===== src/rtl/earom_ctrl.sv =====
// EAROM controller: CPU register file, pulse sequencer and read capture.
// Optional: EAROM_AUTO_ERASE_EN turns each write command into erase + write.
module earom_ctrl #(
    parameter int HOLD_CYCLES    = 16,
    parameter int RECOVER_CYCLES = 4
) (
    input  logic       clk,
    input  logic       reset,
    input  logic       cpu_wr,
    input  logic       cpu_rd,
    input  logic [1:0] cpu_addr,
    input  logic [7:0] cpu_din,
    output logic [7:0] cpu_dout,
    output logic [5:0] ea_a,
    output logic [7:0] ea_din,
    input  logic [7:0] ea_dout,
    output logic       ea_c1,
    output logic       ea_c2,
    output logic       ea_cs1,
    output logic       ea_rstb,
    output logic       busy
);

    typedef enum logic [2:0] {
        S_IDLE,
        S_SETUP,
        S_PULSE,
        S_RECOVER,
        S_CAPTURE
    } state_t;

    localparam logic [1:0] M_WRITE = 2'b00;
    localparam logic [1:0] M_ERASE = 2'b01;
    localparam logic [1:0] M_READ  = 2'b10;
    localparam logic [1:0] M_NOP   = 2'b11;

    localparam logic [7:0] HOLD_LAST = 8'(HOLD_CYCLES - 1);
    localparam logic [7:0] REC_LAST  = 8'(RECOVER_CYCLES - 1);
    localparam logic [7:0] RSTB_IDX  = 8'(HOLD_CYCLES / 2);

    state_t     state_q, state_d;
    logic [7:0] cnt_q, cnt_d;
    logic [1:0] mode_q, mode_d;
    logic [5:0] addr_q, addr_d;
    logic [7:0] data_q, data_d;
    logic [7:0] dout_q, dout_d;
    logic       done_q, done_d;
    logic       reject_q, reject_d;
`ifdef EAROM_AUTO_ERASE_EN
    logic       wr_pend_q, wr_pend_d;
`endif

    logic cmd_wr;
    logic seq_end;

    assign busy     = (state_q != S_IDLE);
    assign cmd_wr   = cpu_wr && (cpu_addr == 2'd2) && !busy;
    assign ea_a     = addr_q;
    assign ea_din   = data_q;
    assign cpu_dout = dout_q;

    always_ff @(posedge clk) begin
        if (reset) begin
            state_q  <= S_IDLE;
            cnt_q    <= 8'd0;
            mode_q   <= M_NOP;
            addr_q   <= 6'd0;
            data_q   <= 8'd0;
            dout_q   <= 8'd0;
            done_q   <= 1'b0;
            reject_q <= 1'b0;
`ifdef EAROM_AUTO_ERASE_EN
            wr_pend_q <= 1'b0;
`endif
        end else begin
            state_q  <= state_d;
            cnt_q    <= cnt_d;
            mode_q   <= mode_d;
            addr_q   <= addr_d;
            data_q   <= data_d;
            dout_q   <= dout_d;
            done_q   <= done_d;
            reject_q <= reject_d;
`ifdef EAROM_AUTO_ERASE_EN
            wr_pend_q <= wr_pend_d;
`endif
        end
    end

    always_comb begin
        state_d = state_q;
        cnt_d   = cnt_q;
        mode_d  = mode_q;
        seq_end = 1'b0;
`ifdef EAROM_AUTO_ERASE_EN
        wr_pend_d = wr_pend_q;
`endif
        unique case (state_q)
            S_IDLE: begin
                if (cmd_wr && (cpu_din[1:0] != 2'b00)) begin
                    state_d = S_SETUP;
                    cnt_d   = 8'd0;
                    unique case (cpu_din[1:0])
                        2'b01: mode_d = M_READ;
`ifdef EAROM_AUTO_ERASE_EN
                        2'b10: begin
                            mode_d    = M_ERASE;
                            wr_pend_d = 1'b1;
                        end
`else
                        2'b10: mode_d = M_WRITE;
`endif
                        default: mode_d = M_ERASE;
                    endcase
                end
            end
            S_SETUP: begin
                state_d = S_PULSE;
                cnt_d   = 8'd0;
            end
            S_PULSE: begin
                if (cnt_q == HOLD_LAST) begin
                    state_d = S_RECOVER;
                    cnt_d   = 8'd0;
                end else begin
                    cnt_d = cnt_q + 8'd1;
                end
            end
            S_RECOVER: begin
                if (cnt_q == REC_LAST) begin
                    cnt_d = 8'd0;
`ifdef EAROM_AUTO_ERASE_EN
                    if (wr_pend_q) begin
                        state_d   = S_SETUP;
                        mode_d    = M_WRITE;
                        wr_pend_d = 1'b0;
                    end else
`endif
                    if (mode_q == M_READ) begin
                        state_d = S_CAPTURE;
                    end else begin
                        state_d = S_IDLE;
                        seq_end = 1'b1;
                    end
                end else begin
                    cnt_d = cnt_q + 8'd1;
                end
            end
            S_CAPTURE: begin
                state_d = S_IDLE;
                seq_end = 1'b1;
            end
            default: state_d = S_IDLE;
        endcase
    end

    // Register file: reads see pre-write values; set events beat status-read clears.
    always_comb begin
        addr_d   = addr_q;
        data_d   = data_q;
        dout_d   = dout_q;
        done_d   = done_q;
        reject_d = reject_q;
        if (cpu_rd) begin
            unique case (cpu_addr)
                2'd0: dout_d = {2'b00, addr_q};
                2'd1: dout_d = data_q;
                2'd2: dout_d = {6'd0, mode_q};
                default: begin
                    dout_d   = {5'd0, done_q, reject_q, busy};
                    done_d   = 1'b0;
                    reject_d = 1'b0;
                end
            endcase
        end
        if (cpu_wr && !busy) begin
            if (cpu_addr == 2'd0) addr_d = cpu_din[5:0];
            if (cpu_addr == 2'd1) data_d = cpu_din;
        end
        if (cpu_wr && busy && (cpu_addr != 2'd3)) reject_d = 1'b1;
        if (state_q == S_CAPTURE) data_d = ea_dout;
        if (seq_end) done_d = 1'b1;
    end

    always_comb begin
        ea_c1   = 1'b1;
        ea_c2   = 1'b1;
        ea_cs1  = 1'b0;
        ea_rstb = 1'b0;
        unique case (state_q)
            S_SETUP, S_RECOVER: begin
                {ea_c1, ea_c2} = mode_q;
            end
            S_PULSE: begin
                {ea_c1, ea_c2} = mode_q;
                ea_cs1  = 1'b1;
                ea_rstb = (mode_q == M_READ) && (cnt_q == RSTB_IDX);
            end
            default: ;
        endcase
    end

endmodule

===== config.mk =====
export PLATFORM = sky130hd
export DESIGN_NAME = earom_ctrl
export DESIGN_NICKNAME = d
export VERILOG_FILES = /design/src/rtl/earom_ctrl.sv
export SDC_FILE = /design/constraint.sdc
export NUM_CORES = 1
export LEC_CHECK = 0
export CAP_MARGIN = 5
export CORE_ASPECT_RATIO = 1.2
export CORE_MARGIN = 2
export CORE_UTILIZATION = 52
export CTS_CLUSTER_DIAMETER = 80
export CTS_CLUSTER_SIZE = 8
export DETAILED_ROUTE_END_ITERATION = 8
export PLACE_DENSITY = 0.91
export SYNTH_ARGS = -nofsm -noshare
export SYNTH_HDL_FRONTEND = slang
export SYNTH_SLANG_ARGS = --single-unit

===== constraint.sdc =====
create_clock -name clk -period 3.8 [get_ports clk]
set_input_delay 0.38 -clock clk [delete_from_list [all_inputs] [get_ports clk]]
set_output_delay 0.38 -clock clk [all_outputs]
set_load 0.005 [all_outputs]

# After elaboration in Yosys (flattened, before gate mapping)
# Cells that the tools add are included.
[op_classes]
add_sub_neg = 1
n_eq_ne = 18
muxes = 25
n_reduce_logical = 26
[op_table]
columns = ["cell", "count"]
rows = [
  ["8-bit 2-to-1 mux", 6],
  ["8-bit case mux with 4 select lines", 1],
  ["8-bit case mux with 3 select lines", 1],
  ["8-bit by 4-bit equality test with 1-bit output (second input constant)", 2],
  ["3-bit 2-to-1 mux", 4],
  ["3-bit case mux with 4 select lines", 1],
  ["2-bit AND reduction", 6],
  ["1-bit 2-to-1 mux", 10],
  ["2-bit nonzero test", 5],
  ["8-bit by 1-bit adder with 8-bit output (second input constant)", 1],
  ["8-bit by 2-bit equality test with 1-bit output (second input constant)", 1],
  ["2-bit inequality test (second input constant)", 4],
  ["1-bit logical AND", 7],
  ["2-bit equality test (second input constant)", 3],
  ["3-bit by 2-bit equality test with 1-bit output (second input constant)", 2],
  ["3-bit OR reduction", 2],
  ["2-bit by 1-bit equality test with 1-bit output (second input constant)", 2],
  ["2-bit by 1-bit inequality test with 1-bit output (second input constant)", 2],
  ["2-bit case mux with 2 select lines", 1],
  ["4-bit nonzero test", 1],
  ["3-bit by 1-bit equality test with 1-bit output (second input constant)", 1],
  ["3-bit equality test (second input constant)", 1],
  ["3-bit zero test", 1],
  ["3-bit AND reduction", 1],
  ["4 further kinds", 4],
]
[totals]
reg_bits = 37
out_inout_bits = 27

# Depth between registers and ports, before layout
# Gate-level depths: netlist of run 1.
[depth]
word_depth = 6
ltp_mapped = 6
ltp_nobuf = 6

# Worst setup path before layout of run 1
# No wires, ideal clock.
[synth_timing]
path_type = "register to register"
from = "register cnt_q[3]"
to = "register cnt_q[1]"
setup_time_ns = 0.128
t_arrival_ns = 1.549
slack_ns = 2.124
path_stages_with_launch = 7
n_path_buf = 2
synth_period_minus_slack_ns = 1.676
path_cell_list = "dfxtp_1 > clkbuf_1 > or3b_1 > a211o_1 > buf_2 > a32oi_1 > nor2_1"
[synth_via]
elab_chain_len = 3
word_cells_on_any_way = 5
classes_between = "eq/ne: 2; mux: 3"
[synth_rtl]
columns = ["item", "line", "source"]
rows = [
  ["from (decl)", "42", "logic [7:0] cnt_q, cnt_d;"],
  ["from (signal assigned)", "77", "cnt_q <= cnt_d;"],
  ["8-bit by 2-bit equality test with 1-bit output or 8-bit by 4-bit equality test with 1-bit output (tied branches)", "130, 122", ""],
  ["8-bit 2-to-1 mux, on equally long branches", "130, 122", ""],
  ["8-bit case mux with 4 select lines *", "98", "unique case (state_q)"],
]
# Mark *: on every way between the ends. The rest lies on a longest branch, timed or not.
# A chain may end at the register's enable or synchronous reset.

# Worst setup path in the final report of run 1
[layout_timing]
from = "register cnt_q[4]"
to = "output port ea_rstb"
[layout_via]
elab_chain_len = 3
[layout_rtl]
columns = ["item", "line", "source"]
rows = [
  ["8-bit by 4-bit equality test with 1-bit output", "197", "ea_rstb = (mode_q == M_READ) && (cnt_q == RSTB_IDX);"],
  ["1-bit logical AND", "197", ""],
  ["1-bit 2-to-1 mux", "190", "unique case (state_q)"],
  ["to (decl)", "20", "output logic ea_rstb,"],
]
# No other way between the ends.

==> reports/metrics.csv, run 1 <==
stage,metric,value,unit
floorplan,core,0.00337,mm2
global_routing,grt_pass1_wl,7530,um
global_routing,first_global_vias,1553,
place,dp_cells,281,
routing,dr.first_iter.drc_count,80,
place,dpl.hpwl,3180,um
sta,relSlewSlack,37.9,%
cts,clock_sinks,37,
cts,cts_hold_buffers,0,
cts,clock-root-buffer,clkbuf_8,
job,drv_cap,0,
cts,postCtsSetupRepairBufs,0,
sta,tightest_slew,929,ps
floorplan,fp.dieH,69.5,um
synthesis,synth-seq-area-share,39.9,%
synthesis,synth-seq-cells,37,
global_routing,grt_usage,23.7,%
sta,max_freq,0.418,GHz
cells_and_area,stdcell_area,0.00244,mm2
pwr,p_int,693,uW
routing,first_pass_iters,5,
critical_path,cp-start-kind,flop,
status,outcome,completed,
pwr,p_sw_share,27.0,%
global_routing,grt_max_degree,38,
synthesis,synth-main-ff-cell,dfxtp_1,
routing,wirelength,4590,um
sta,hold_slack,471,ps
synthesis,synth.cells.most_frequent,"dfxtp_1, nor2_1, mux2i_1",
pwr,pwr-share-clk,34.8,%
floorplan,start_util,55.1,%
cts,clkSlewWorstSetupHoldPaths,80,ps
synthesis,synth-edff-count,0,
floorplan,dieArea,0.00407,mm2
sta,min_period_over_period,62.9,%
critical_path,worstPathArrival,2010,ps
cts,ctsLongestPathBuffers,2,
synthesis,yosysWarnings,0,
pwr,powerDensity,388,mW/mm2
cells_and_area,nFillCells,255,
cells_and_area,antenna_cells,0,
routing,drc_errors,0,
floorplan,die_w,58.6,um
cts,ctsResizeCount,0,
cells_and_area,final_cells,288,
pwr,p_comb_share,20.0,%
synthesis,synth_top_area_share,39.9,%
sta,setup_viol,0,
routing,vias,1680,
pwr,leakagePower,0.856,nW
cts,cts_tree,done,
cells_and_area,area_delta_synth_final,31.5,%
critical_path,crit_path_end_kind,output port,
cells_and_area,fin_util,72.5,%
routing,wl_per_cell,15.9,um
global_routing,gr-total-overflow,0,
critical_path,cp_max_fo,6,
sta,finClkSkew,7.99,ps
cts,htree_levels,2,
synthesis,synthArstFlopShare,0,%
hold_path,hp-class,reg -> reg,
synthesis,synthesis.nets,234,
synthesis,netlist_instances,208,
cells_and_area,fin_nets,277,
pwr,ir_drop,373,uV
synthesis,synth.avg_cell_area,8.93,um2
sta,rsz0062_at_grt,false,
floorplan,row_count,23,
place,gp_congestion,0.794,
sta,layout_min_cycle_time,2390,ps
pwr,p_switching,256,uW
routing,final_antenna_net_count,0,
cts,cts_inserted_buffers,5,
critical_path,required,3420,ps
synthesis,yosysTopAreaCell,dfxtp_1,
synthesis,ys_types,40,
cells_and_area,drive_gt1_share,6.77,%
floorplan,ios,49,
place,place_area,0.00234,mm2
pwr,p_seq_share,45.2,%
synthesis,netlist_area,0.00186,mm2
routing,via_per_inst,5.83,
global_routing,antenna_found_initial,0,
cts,clk_latency,290,ps
synthesis,synth_area_leaders,"dfxtp_1, mux2i_1, nor2_1",
sta,hold_violations,0,
place,port_buffers,48,
critical_path,path_class,reg -> out,
sta,finalMaxSlewViolations,0,
synthesis,yosysMostFrequentCell,dfxtp_1,
sta,fin_tns_setup,0,ps
## cell type report
cell class / count / area, um2 / share of cell area, %
clock buffer: 5 / 68.8 / 2.82
tap: 37 / 46.3 / 1.90
inverter: 7 / 26.3 / 1.08
sequential: 37 / 741 / 30.3
clock inverter: 2 / 35.0 / 1.43
timing repair buffer: 49 / 488 / 20.0
multi-input combinational: 151 / 1040 / 42.5
## worst paths after layout
| kind | startpoint | endpoint | slack, ps | cells after the start |
|---|---|---|---|---|
| hold / removal | cpu_dout[7] | cpu_dout[7] | 470 | 2 |
| setup reg to reg | state_q[0] | state_q[0] | 1870 | 4 |
| setup / recovery | cnt_q[4] | ea_rstb | 1410 | 3 |
| hold reg to reg | cpu_dout[7] | cpu_dout[7] | 470 | 2 |
## state kept, by name, indices dropped and copies added, names as in the netlist
register  flops
mode_q        2
state_q       3
cpu_dout      8
cnt_q         8
ea_a          6
reject_q      1
done_q        1
ea_din        8
## cells by family (layout without fill, tap and decap cells)
family / Yosys count / in the layout / share of synthesized area, %
buf+inv: 20 / 63 / 4.24
flops: 37 / 37 / 39.9
compound gates: 36 / 36 / 14.2
fa+ha+maj: 4 / 4 / 2.70
simple gates: 86 / 86 / 24.1
mux: 25 / 25 / 14.8
## cells in the final DEF, fill, tap and decap left out, drive strengths merged, types with 2 or more instances in the layout
cell and instances:
nor4 2, inv 7, clkbuf 5, a31oi 5, a21oi 7, o21ai 2, mux4 2, o211ai 3
mux2i 23, nor2b 3, a32oi 2, nand4 3, a211oi 8, o21a 2, nand4b 3, nand3 9
or3 3, a211o 4, nor3 4, nand2b 4, clkdlybuf4s50 48, nand2 14, dfxtp 37, nor2 33
ha 4
## worst max-delay path, stage by stage (launching register included)
cell             delay (ps)
dfxtp_1                 360
or4_4                   580
nor4_1                  240
clkdlybuf4s50_1         540
## through the flow
stage               power (mW)  setup slack [ps]
finish                   0.948              1410
global route             0.984              1340
CTS                      0.952              1410
detailed placement       0.626              1320
global placement         0.619              1380
floorplan                0.542              2120
## metal layers
| metal | part of all wire [%] | track usage, % | routed length (um) | up-vias |
|---|---|---|---|---|
| li1 | - | - | - | 834 |
| met1 | 42 | 27.7 | 1930 | 806 |
| met2 | 53 | 41.4 | 2410 | 34 |
| met3 | 4.1 | 5.60 | 190 | 6 |
| met4 | 1.2 | 7.49 | 57 | 0 |
| met5 | 0 | 0 | 0 | - |
## power by group through the flow
stage          clock (mW)  sequential [mW]  combinational (mW)
2_1_floorplan           0            0.428               0.114
3_3_place_gp            0            0.437               0.182
3_5_place_dp            0            0.437               0.189
4_1_cts             0.333            0.429               0.190
5_1_grt             0.347            0.432               0.205
6_report            0.330            0.429               0.189
Power figures use the tool's default switching activity.
==> run 2, diff against run 1 <==
--- a/config.mk
+++ b/config.mk
@@ -8,11 +8,11 @@
 export CAP_MARGIN = 5
 export CORE_ASPECT_RATIO = 1.2
 export CORE_MARGIN = 2
-export CORE_UTILIZATION = 52
+export CORE_UTILIZATION = 48
 export CTS_CLUSTER_DIAMETER = 80
 export CTS_CLUSTER_SIZE = 8
 export DETAILED_ROUTE_END_ITERATION = 8
-export PLACE_DENSITY = 0.91
+export PLACE_DENSITY = 0.85
 export SYNTH_ARGS = -nofsm -noshare
 export SYNTH_HDL_FRONTEND = slang
 export SYNTH_SLANG_ARGS = --single-unit
==> constraint.sdc (replaced) <==
create_clock -name clk -period 2.5 [get_ports clk]
set_input_delay 0.25 -clock clk [delete_from_list [all_inputs] [get_ports clk]]
set_output_delay 0.25 -clock clk [all_outputs]
set_load 0.005 [all_outputs]
==> reports/metrics.csv, run 2 (synthesis results as in run 1) <==
stage,metric,value,unit,change
floorplan,core,0.00366,mm2,was 0.00337 mm2
place,dp_slack,323,ps,was 1320 ps
floorplan,die_w,60.8,um,was 58.6 um
job,drv_cap,0,,unchanged
sta,finalMaxSlewViolations,0,,unchanged
floorplan,fp.dieH,72.1,um,was 69.5 um
hold_path,hp-class,reg -> reg,,unchanged
cts,postCtsSetupRepairBufs,0,,unchanged
place,dpl.hpwl,3100,um,was 3180 um
cts,ctsLongestPathBuffers,2,,unchanged
pwr,pwr-share-clk,30.5,%,was 34.8%
sta,hold_violations,0,,unchanged
cts,cts_tree,done,,unchanged
cells_and_area,drive_gt1_share,7.84,%,was 6.77%
routing,wirelength,4330,um,was 4590 um
floorplan,row_count,24,,was 23
floorplan,ios,49,,unchanged
global_routing,gr-total-overflow,0,,unchanged
critical_path,cp_max_fo,6,,unchanged
pwr,p_comb_share,21.4,%,was 20.0%
global_routing,grt_usage,21.6,%,was 23.7%
pwr,ir_drop,414,uV,was 373 uV
routing,final_antenna_net_count,0,,unchanged
status,outcome,completed,,unchanged
cts,cts_hold_buffers,0,,unchanged
place,gp_congestion,0.848,,was 0.794
pwr,leakagePower,0.867,nW,was 0.856 nW
floorplan,dieArea,0.00438,mm2,was 0.00407 mm2
critical_path,required,2250,ps,was 3420 ps
sta,hold_slack,476,ps,was 471 ps
sta,relSlewSlack,54.8,%,was 37.9%
sta,tightest_slew,676,ps,was 929 ps
critical_path,worstPathArrival,2010,ps,about the same
pwr,p_seq_share,48.0,%,was 45.2%
cts,clkSlewWorstSetupHoldPaths,70,ps,was 80 ps
critical_path,cp-start-kind,flop,,unchanged
global_routing,grt_pass1_wl,7220,um,was 7530 um
pwr,p_sw_share,27.3,%,was 27.0%
routing,via_per_inst,5.48,,was 5.83
place,port_buffers,48,,unchanged
routing,vias,1681,,"was 1,680"
cells_and_area,area_delta_synth_final,33.2,%,was 31.5%
cells_and_area,antenna_cells,0,,unchanged
cells_and_area,fin_nets,281,,was 277
cells_and_area,final_common_cell,clkdlybuf4s50_1,,unchanged
sta,finClkSkew,2.29,ps,was 7.99 ps
routing,dr.first_iter.drc_count,83,,was 80
sta,setup_viol,0,,unchanged
floorplan,start_util,50.7,%,was 55.1%
routing,first_pass_iters,4,,was 5
cells_and_area,final_cell_mix,"clkdlybuf4s50_1, dfxtp_1, nor2_1, mux2i_1, nand2_1",,unchanged
global_routing,first_global_vias,1575,,"was 1,553"
critical_path,crit_path_end_kind,output port,,unchanged
critical_path,path_class,reg -> out,,unchanged
global_routing,antenna_found_initial,0,,unchanged
sta,min_period_over_period,90.5,%,
cts,clock-root-buffer,clkbuf_8,,unchanged
cts,htree_levels,2,,unchanged
cts,ctsResizeCount,0,,unchanged
cts,cts_inserted_buffers,5,,unchanged
pwr,p_switching,370,uW,was 256 uW
cts,clk_latency,290,ps,about the same
sta,layout_min_cycle_time,2260,ps,
cts,clock_sinks,37,,unchanged
routing,drc_errors,0,,unchanged
pwr,p_int,988,uW,was 693 uW
sta,rsz0062_at_grt,false,,unchanged
sta,max_freq,0.442,GHz,
sta,fin_ws,238,ps,was 1410 ps
global_routing,grt_max_degree,37,,was 38
pwr,powerDensity,549,mW/mm2,was 388 mW/mm2
sta,fin_tns_setup,0,ps,unchanged
routing,wl_per_cell,14.1,um,was 15.9 um
-- run 2: layer usage --
metal  vias to the layer above  global-route usage, %  share of wire [%]
met5                         -                      0                  0
met4                         0                   8.45                2.3
met3                        10                   6.24                5.5
met2                        48                   35.7                 49
met1                       778                   26.2                 44
li1                        845                      -                  -
-- run 2: worst max-delay path, cell delays in order (launching register included) --
cell and delay (ps):
dfxtp_1 350, or4_4 570, nor4_1 260, clkdlybuf4s50_1 550
-- run 2: power groups by stage --
stage                     Combinational (mW)  Clock [mW]  Sequential [mW]
after floorplan                        0.173           0            0.651
after global placement                 0.289           0            0.664
after detailed placement               0.291           0            0.665
after CTS                              0.292       0.428            0.652
after global routing                   0.320       0.444            0.656
final                                  0.291       0.415            0.653
-- run 2: layout make-up --
class	instances	area, um2
flip-flops and latches	37	741
well taps	52	65.1
fillers	305	1190
clock buffers	7	86.3
inverters	7	26.3
repair buffers	53	518
multi-input cells	151	1040
-- run 2: stage by stage --
step / power (mW) / util [%] / area, um2 / instances
3_5_place_dp: 0.956 / 65.2 / 2390 / 300
6_report: 1.36 / 67.5 / 2470 / 307
2_1_floorplan: 0.824 / - / 1860 / 208
5_1_grt: 1.42 / 67.5 / 2470 / 307
4_1_cts: 1.37 / 67.5 / 2470 / 307
3_3_place_gp: 0.953 / 65.2 / 2390 / 300
-- run 2: worst paths after layout --
path,cells after the start,start,end,slack (ps)
max,3,cnt_q[4],ea_rstb,240
min,2,cpu_dout[6],cpu_dout[6],480
max reg2reg,4,state_q[0],state_q[0],580
min reg2reg,2,cpu_dout[6],cpu_dout[6],480
